**src/rtl/load_store_unit.sv**
```systemverilog
// Load/store unit: turns one core request into one or two word beats with byte enables,
// splitting misaligned accesses and returning extended load data on a registered response.
module load_store_unit #(
    parameter int unsigned ADDR_W = 8
) (
    input  logic              clk,
    input  logic              rst_n,
    input  logic              req_valid,
    output logic              req_ready,
    input  logic              req_write,
    input  logic [1:0]        req_size,
    input  logic              req_signed,
    input  logic [ADDR_W-1:0] req_addr,
    input  logic [31:0]       req_wdata,
    output logic              rsp_valid,
    output logic [31:0]       rsp_rdata,
    output logic              rsp_err,
    output logic              mem_en,
    output logic              mem_we,
    output logic [3:0]        mem_be,
    output logic [ADDR_W-3:0] mem_addr,
    output logic [31:0]       mem_wdata,
    input  logic [31:0]       mem_rdata
);

    typedef enum logic [2:0] {StIdle, StA0, StA1, StCap, StResp} state_e;

    state_e            state_q, state_d;
    logic              write_q, signed_q, err_q;
    logic [1:0]        size_q;
    logic [ADDR_W-1:0] addr_q;
    logic [31:0]       wdata_q, beat0_q, rdata_q;

    logic [1:0]        off;
    logic [4:0]        shamt;
    logic [3:0]        base_be;
    logic [7:0]        lanes;
    logic              split;
    logic [63:0]       wdata_sh;
    logic [ADDR_W-3:0] word0;
    logic [63:0]       rd_pair;
    logic [31:0]       rd_sh;
    logic [31:0]       load_data;

    // Lane/shift decode works purely off the latched request, never the live req_* inputs.
    always_comb begin
        off   = addr_q[1:0];
        shamt = {off, 3'b000};
        word0 = addr_q[ADDR_W-1:2];
        case (size_q)
            2'b00:   base_be = 4'b1111;
            2'b01:   base_be = 4'b0011;
            2'b10:   base_be = 4'b0001;
            default: base_be = 4'b0000;
        endcase
        lanes    = {4'b0000, base_be} << off;
        split    = |lanes[7:4];
        wdata_sh = {32'h0, wdata_q} << shamt;
        rd_pair  = split ? {mem_rdata, beat0_q} : {32'h0, mem_rdata};
        rd_sh    = 32'(rd_pair >> shamt);
        case (size_q)
            2'b10:   load_data = {{24{signed_q & rd_sh[7]}}, rd_sh[7:0]};
            2'b01:   load_data = {{16{signed_q & rd_sh[15]}}, rd_sh[15:0]};
            default: load_data = rd_sh;
        endcase
    end

    always_comb begin
        state_d = state_q;
        case (state_q)
            StIdle:  if (req_valid) state_d = (req_size == 2'b11) ? StResp : StA0;
            StA0:    state_d = split ? StA1 : StCap;
            StA1:    state_d = StCap;
            StCap:   state_d = StResp;
            StResp:  state_d = StIdle;
            default: state_d = StIdle;
        endcase
    end

    always_comb begin
        mem_en    = 1'b0;
        mem_we    = 1'b0;
        mem_be    = 4'b0000;
        mem_addr  = '0;
        mem_wdata = 32'h0;
        case (state_q)
            StA0: begin
                mem_en    = 1'b1;
                mem_we    = write_q;
                mem_be    = lanes[3:0];
                mem_addr  = word0;
                mem_wdata = wdata_sh[31:0];
            end
            StA1: begin
                mem_en    = 1'b1;
                mem_we    = write_q;
                mem_be    = lanes[7:4];
                mem_addr  = word0 + {{(ADDR_W-3){1'b0}}, 1'b1};
                mem_wdata = wdata_sh[63:32];
            end
            default: ;
        endcase
    end

    assign req_ready = (state_q == StIdle);
    assign rsp_valid = (state_q == StResp);
    assign rsp_rdata = rdata_q;
    assign rsp_err   = err_q;

    always_ff @(posedge clk) begin
        if (!rst_n) begin
            state_q  <= StIdle;
            write_q  <= 1'b0;
            signed_q <= 1'b0;
            size_q   <= 2'b00;
            addr_q   <= '0;
            wdata_q  <= 32'h0;
            beat0_q  <= 32'h0;
            rdata_q  <= 32'h0;
            err_q    <= 1'b0;
        end else begin
            state_q <= state_d;
            if (state_q == StIdle && req_valid) begin
                write_q  <= req_write;
                size_q   <= req_size;
                signed_q <= req_signed;
                addr_q   <= req_addr;
                wdata_q  <= req_wdata;
                if (req_size == 2'b11) begin
                    rdata_q <= 32'h0;
                    err_q   <= 1'b1;
                end
            end
            // Beat-0 read data arrives while the second beat is on the bus.
            if (state_q == StA1) beat0_q <= mem_rdata;
            if (state_q == StCap) begin
                err_q   <= 1'b0;
                rdata_q <= write_q ? 32'h0 : load_data;
            end
        end
    end

endmodule

```
**config.mk**
```make
export PLATFORM = sky130hd
export DESIGN_NAME = load_store_unit
export DESIGN_NICKNAME = d
export VERILOG_FILES = /design/src/rtl/load_store_unit.sv
export SDC_FILE = /design/constraint.sdc
export NUM_CORES = 1
export LEC_CHECK = 0
export BUFFER_PORTS_ARGS = -buffer_cell sky130_fd_sc_hd__buf_2
export CORE_ASPECT_RATIO = 0.75
export CORE_MARGIN = 10
export CORE_UTILIZATION = 25
export CTS_BUF_LIST = sky130_fd_sc_hd__clkbuf_8
export DETAILED_ROUTE_END_ITERATION = 8
export GPL_TIMING_DRIVEN = 0
export PLACE_DENSITY_LB_ADDON = 0.1
export SETUP_SLACK_MARGIN = 0.3
export SLEW_MARGIN = 25
export SYNTH_ARGS = -nofsm -noshare
export SYNTH_HDL_FRONTEND = slang
export SYNTH_SLANG_ARGS = --single-unit
```
**constraint.sdc**
```tcl
create_clock -name clk -period 7.5 [get_ports clk]
set_input_delay 1.125 -clock clk [delete_from_list [all_inputs] [get_ports clk]]
set_output_delay 1.125 -clock clk [all_outputs]
set_load 0.05 [all_outputs]
```
## Word level (Yosys, flattened, before mapping)

Index checks and enable logic that the tools add are counted.

- Register bits: 112
- Word-level logic and storage cells: 50

- Add/sub/neg operators: 1
- Equality and inequality tests: 8
- Shifts and indexed selects: 3
- Mux-type cells: 16
- Bitwise operators: 3
- Reduce and logical (&&, ||, !) cells: 10

Operators by type and width:

| operator | count |
|---|---|
| 32-bit 2-to-1 mux | 4 |
| 32-bit case mux with 2 select lines | 2 |
| 64-bit 2-to-1 mux | 1 |
| 32-bit by 5-bit << shifter with 64-bit output | 1 |
| 64-bit by 5-bit >> shifter with 32-bit output | 1 |
| 3-bit case mux with 4 select lines | 1 |
| 4-bit case mux with 3 select lines | 1 |
| 6-bit case mux with 2 select lines | 1 |
| 4-bit case mux with 2 select lines | 1 |
| 4-bit by 2-bit << shifter with 8-bit output | 1 |
| 6-bit by 1-bit adder with 6-bit output (second input constant) | 1 |
| 3-bit by 2-bit equality test with 1-bit output (second input constant) | 2 |
| 3-bit 2-to-1 mux | 2 |
| 2-bit equality test (second input constant) | 2 |
| 2-bit AND reduction | 2 |
| 2-bit nonzero test | 2 |
| 2-bit OR reduction | 2 |
| 4-bit OR reduction | 1 |
| 3-bit by 1-bit equality test with 1-bit output (second input constant) | 1 |
| 3-bit equality test (second input constant) | 1 |
| 3-bit zero test | 1 |
| 1-bit 2-to-1 mux | 3 |
| 1-bit AND | 2 |
| 2-bit by 1-bit equality test with 1-bit output (second input constant) | 1 |
| 4 further kinds | 4 |

## Longest topological paths before layout

Gate-level depths: netlist of the first run.

- Word-level depth: 10
- Mapped depth: 9

## Worst setup path after synthesis of the first run

No wires, ideal clock.

- Path type: register to output
- Start: register addr_q[1]
- End: output port mem_wdata[21]
- Arrival: 2.576 ns
- Path slack: 3.799 ns
- Cell stages (with the launch flop): 9
- Path buffers: 4
- Cells stage by stage: dfxtp_1 -> buf_2 -> clkbuf_1 -> buf_2 -> buf_1 -> mux2i_1 -> nor2_1 -> a21oi_1 -> o21ai_0

- Cells in the longest elaborated chain, start to end: 2

RTL lines:

| what | line | source |
|---|---|---|
| start, declared | 31 | `logic [ADDR_W-1:0] addr_q;` |
| start signal, assigned | 127 | `addr_q <= req_addr;` |
| 32-bit by 5-bit << shifter with 64-bit output | 58 | `wdata_sh = {32'h0, wdata_q} << shamt;` |
| 32-bit case mux with 2 select lines | 86 | `case (state_q)` |
| end, declared | 22 | `output logic [31:0] mem_wdata,` |

Every way passes these cells.

## Worst setup path after layout of the first run

- Start: register addr_q[1]
- End: output port mem_be[3]

- Cells in the longest elaborated chain, start to end: 2

RTL lines:

| what | line | source |
|---|---|---|
| 4-bit by 2-bit << shifter with 8-bit output | 56 | `lanes = {4'b0000, base_be} << off;` |
| 4-bit case mux with 2 select lines | 86 |  |
| end, declared | 20 | `output logic [3:0] mem_be,` |

Every way passes these cells.

==> impl_metrics.toml, run 1 <==
[logic_synthesis]
synth.avg_cell_area_um2 = 7.69
ys_seq_elements = 104
seq_area_frac_synth_pct = 31.4
synthMuxAreaShare_pct = 13.3
synth_ff_type = "dfxtp_1"
synth_compound_area_share_pct = 28.2
synth_fa_ha_area_share_pct = 0.943
yosys_warnings = 0
yosys.area.top_type = "dfxtp_1"
synth_nets = 947
synthSimpleGateAreaFrac_pct = 20.4
ys_types = 59
async_flop_share_pct = 0
synth_most_common_cell = "nand2_1"
netlist_area_um2 = 6630
synth_top_cell_area_share_pct = 31.4
synth_edf_count = 0
syn_inst = 863
ys_top_cells_by_area = "dfxtp_1, nand2_1, mux2i_1"
synthXorXnorAreaFrac_pct = 0.264
synth_top_family_by_area = "compound AO/OA/AOI/OAI gates"
ys_top_cells_by_count = "nand2_1, dfxtp_1, a21boi_0"

[clock_tree]
cts.htree.levels = 3
ctsResizeCount = 0
cts_hold_buf = 0
path_clk_slew_ns = 0.11
cts.sinks = 104
root_buffer = "clkbuf_8"
cts_tree = "built"
clock_latency_ns = 0.42
cts_setup_buffers = 0
clockBufferDepth = 2
cts_made_buffers = 9

[placed_design]
place_congestion = 0.911
io_buffers = 157
dp_hpwl_mm = 23.4

[pwr]
ir_drop_v = 0.0000977
p_leak_nw = 3.17
powerDensity_nw_per_um2 = 232

[global_route]
grt_pass1_wl_mm = 44.6
use_met1_pct = 25.5
globalRoute.totalOverflow = 0
met2_usage_pct = 24.7
top_usage_layer = "met1"
grt_max_degree = 19
antenna_found_initial = 2
first_global_vias = 6701
grt_usage_pct = 17.2
grt_use_met3_pct = 3.93

[critical_path]
crit_type = "reg2out"
r2r-start = "size_q[0]"
crit_required_ns = 6.38
crit_path_end = "mem_be[3]"
cp-end-kind = "output pin"
r2r_end = "rsp_rdata[5]"
critPathLaunchType = "flop"
reg2reg_depth = 9
worstPathArrival_ns = 3.47
cp_max_fo = 10
crit_path_start = "addr_q[1]"
reg2reg_slack_ns = 4.48

[route]
vias_per_cell = 5.00
drt-initial-drc-count = 548
vias = 6904
post_drt_wl_per_cell_um = 21.7
ant_nets = 0
drc = 0
finalWirelength_mm = 30.0
firstDrtPassIters = 5

[timing]
setup_tns_ns = 0
skew_ns = 0.0175
worst_pin_slew_ns = 0.897
fin_crit_ns = 4.59
final_hold_viol_count = 0
rsz0062_at_grt = "false"
final.period_utilization_pct = 61.2
fmax_mhz = 218
maxSlewViolCount = 0
slew_headroom_pct = 39.8
setup_viol_count_final = 0

[floorplan]
io_pins = 158
core_region_area_um2 = 26000
start_util_pct = 25.5
fp.dieH_um = 161
die_w_um = 208
rows = 51
fp.dieArea_um2 = 33500

[hold_path]
hold_class = "reg2reg"
min_from = "rsp_rdata[7]"

[run]
drv_cap = 0

[layout]
syn2layout_area_growth_pct = 21.7
drive_gt1_share_pct = 21.3
num-fill-cells = 2879
fin_nets = 1115
final_util_pct = 31.0

[outcome]
status = "finished, final reports clean"
layout make-up:
cell class | count | area [µm²] | area share (%)
timing repair buffer | 157 | 786 | 9.73
multi-input combinational | 677 | 4190 | 51.9
clock inverter | 6 | 75.1 | 0.930
buffer | 77 | 348 | 4.31
clock buffer | 10 | 138 | 1.71
inverter | 5 | 18.8 | 0.233
antenna | 1 | 2.50 | 0.0310
sequential | 104 | 2080 | 25.8
tap | 344 | 430 | 5.33
sequential cells by signal, summed over array words and instances, names as in the netlist:
name and cells:
rsp_rdata 32, wdata_q 32, beat0_q 24, addr_q 8, state_q 3, size_q 2
rsp_err 1, signed_q 1, write_q 1
stage by stage:
step	std cells	hold slack [ns]	instance area, µm²	power (W)	worst slack, ns
after CTS	1380	0.457	8060	0.00188	2.92
after global placement	1364	0.440	7850	0.00148	3.41
after global routing	1380	0.478	8070	0.00198	2.74
after detailed placement	1364	0.440	7850	0.00148	3.41
after floorplan	863	0.440	6630	0.00120	3.80
final	1381	0.457	8070	0.00187	2.91
cells by family (layout without fill, tap and decap cells):
| kind of cell | count (synthesis) | after routing |
|---|---|---|
| adder cells (fa/ha/maj) | 5 | 5 |
| AO/OA/AOI/OAI | 272 | 272 |
| AND/OR/NAND/NOR | 320 | 320 |
| multiplexers | 78 | 78 |
| buffers and inverters | 82 | 255 |
| XOR/XNOR | 2 | 2 |
| flip-flops | 104 | 104 |
| other | 0 | 1 |
critical path: stages (launching register included):
cell and delay [ns]:
dfxtp_1 0.34, buf_2 0.19, clkbuf_1 0.36, buf_2 0.34, buf_2 0.36, clkbuf_1 0.63, o21ai_0 0.19, a21oi_1 0.31
buf_2 0.33
metal layers:
layer | part of all wire, % | wire length, µm | vias up
met2 | 41 | 12400 | 221
met4 | 0.84 | 253 | 0
met1 | 52 | 15600 | 3265
li1 | - | - | 3403
met5 | 0 | 0 | -
met3 | 5.9 | 1760 | 15
worst min path at each step:
stage / end / cells after the start
floorplan: beat0_q[23] / 2
global placement: rsp_rdata[7] / 2
detailed placement: rsp_rdata[7] / 2
CTS: rsp_rdata[7] / 2
global route: rsp_rdata[5] / 2
finish: rsp_rdata[7] / 2
power by group:
group	internal, W	total, W	switching, W	leakage (nW)
clock	0.000169	0.000398	0.000229	0.105
combinational	0.000244	0.000810	0.000566	2.22
sequential	0.000606	0.000664	0.0000572	0.846
cells in the final DEF (no fill, tap or decap), drive strengths merged, types with 8 or more instances in the layout:
cell / instances
a221oi: 14
o22ai: 16
clkbuf: 58
a22oi: 16
dfxtp: 104
o21ai: 56
a21oi: 34
buf: 186
a21o: 16
nand2: 231
nor2: 39
a211oi: 11
mux2i: 62
o2bb2ai: 8
and3: 9
inv: 8
a21boi: 68
nand2b: 15
mux2: 9
No activity file was read; power rests on OpenSTA's default activity.
==> inputs of run 2 (changes only) <==
Clock period 7.5 ns to 4.6 ns, I/O delays scaled along.
==> run 2 against run 1 <==
Against the previous run:
- non-clock buffer count unchanged
- clock power is 63% higher
- sequential share of layout area hardly changed
- global-route usage stayed put
- final area barely moved
- clock skew is essentially flat
- critical path depth did not move
- total power grew 63%
- via count shrank 0.16%
- critical endpoint unchanged
- highest routed layer unchanged
==> impl_metrics.toml, run 2 (same netlist as run 1, synthesis figures left out) <==
[pwr]
switching_share_pct = 45.5
power.switching_w = 0.00139
sequentialPowerShare_pct = 35.5
powerDensity_nw_per_um2 = 378
ir_drop_v = 0.000159
p_comb_share_pct = 43.3
p_leak_nw = 3.17
pwr-share-clk_pct = 21.3
p_int_w = 0.00166

[global_route]
antenna_found_initial = 2
grt_usage_pct = 17.2
grt_max_degree = 19
grt_pass1_wl_mm = 44.6
first_global_vias = 6701
globalRoute.totalOverflow = 0

[critical_path]
max_stage_delay_ns = 0.62
worstPathArrival_ns = 3.46
crit_required_ns = 3.91
critPathLaunchType = "flop"
cp_slowest_cell = "clkbuf_1"
crit_type = "reg2out"
reg2reg_slack_ns = 1.60
worstPathCellList = "buf_2, clkbuf_1, buf_2, buf_2, clkbuf_1, o21ai_0, a21oi_1, buf_2"
crit_top_cell = "buf_2"
cp-end-kind = "output pin"
cp_max_fo = 10

[floorplan]
start_util_pct = 25.5
io_pins = 158
fp.dieH_um = 161
fp.dieArea_um2 = 33500
rows = 51
core_region_area_um2 = 26000
die_w_um = 208

[timing]
final.period_utilization_pct = 90.2
maxSlewViolCount = 0
fin_crit_ns = 4.15
final_hold_viol_count = 0
skew_ns = 0.0175
setup_tns_ns = 0
rsz0062_at_grt = "false"
fmax_mhz = 241
setup_viol_count_final = 0
worst_pin_slew_ns = 0.897
fin_ws_ns = 0.451
slew_headroom_pct = 39.9

[placed_design]
io_buffers = 157
dp.cells = 1364
place_ws_ns = 0.945
place_congestion = 0.911
dp_hpwl_mm = 23.4

[route]
finalWirelength_mm = 30.0
firstDrtPassIters = 5
drt-initial-drc-count = 548
post_drt_wl_per_cell_um = 21.7
vias_per_cell = 4.99
vias = 6893
drc = 0
ant_nets = 0

[outcome]
status = "finished, final reports clean"

[clock_tree]
clock_latency_ns = 0.42
cts_made_buffers = 9
cts.sinks = 104
root_buffer = "clkbuf_8"
cts_tree = "built"
ctsResizeCount = 0
cts.htree.levels = 3
cts_hold_buf = 0
path_clk_slew_ns = 0.11
clockBufferDepth = 2
cts_setup_buffers = 0

[layout]
fin_nets = 1115
drive_gt1_share_pct = 21.4
num-fill-cells = 2878
mostFrequentLayoutCell = "nand2_1"
final_cell_mix = "nand2_1, buf_2, dfxtp_1"
instances_no_fill = 1381
syn2layout_area_growth_pct = 21.7

[run]
drv_cap = 0

[hold_path]
hold_class = "reg2reg"
[run 2: area by class of cell]
class	count	area [µm²]	area share, %
sequential	104	2080	25.8
antenna	1	2.50	0.0310
tap	344	430	5.33
timing repair buffer	157	786	9.73
inverter	5	18.8	0.232
multi-input combinational	677	4190	51.9
buffer	77	348	4.31
clock inverter	6	75.1	0.930
clock buffer	10	138	1.70
[run 2: worst max-delay path: cells and delay by family, from the launching register on]
kind | cells | cell delay [ns]
flops | 1 | 0.34
compound gates | 2 | 0.50
buf+inv | 6 | 2.19
[run 2: worst paths after layout]
| path | from | endpoint | cells after the start |
|---|---|---|---|
| setup / recovery | addr_q[1] | mem_be[3] | 8 |
| hold / removal | rsp_rdata[7] | rsp_rdata[7] | 2 |
| setup reg to reg | size_q[0] | rsp_rdata[5] | 9 |
| hold reg to reg | rsp_rdata[7] | rsp_rdata[7] | 2 |
[run 2: metal layers]
layer / wire length [µm] / up-vias / track usage [%] / part of all wire, %
met5: 0 / - / 0 / 0
met4: 277 / 0 / 3.09 / 0.92
met3: 1820 / 15 / 3.93 / 6.1
met2: 12400 / 231 / 24.7 / 41
met1: 15600 / 3245 / 25.5 / 52
li1: - / 3402 / - / -
[run 2: per-stage QoR]
step / total power (W) / util [%] / instance area, µm² / hold slack [ns]
final: 0.00305 / 31.0 / 8070 / 0.457
after global routing: 0.00323 / 31.0 / 8070 / 0.478
after CTS: 0.00307 / 31.0 / 8060 / 0.457
after detailed placement: 0.00241 / 30.2 / 7850 / 0.440
after global placement: 0.00242 / 30.2 / 7850 / 0.440
after floorplan: 0.00196 / - / 6630 / 0.440
[run 2: power groups by stage]
stage	clock (W)	combinational (W)	sequential [W]
final	0.000648	0.00132	0.00108
after global routing	0.000703	0.00143	0.00109
after CTS	0.000676	0.00132	0.00108
after detailed placement	0	0.00131	0.00110
after global placement	0	0.00132	0.00110
after floorplan	0	0.000844	0.00111
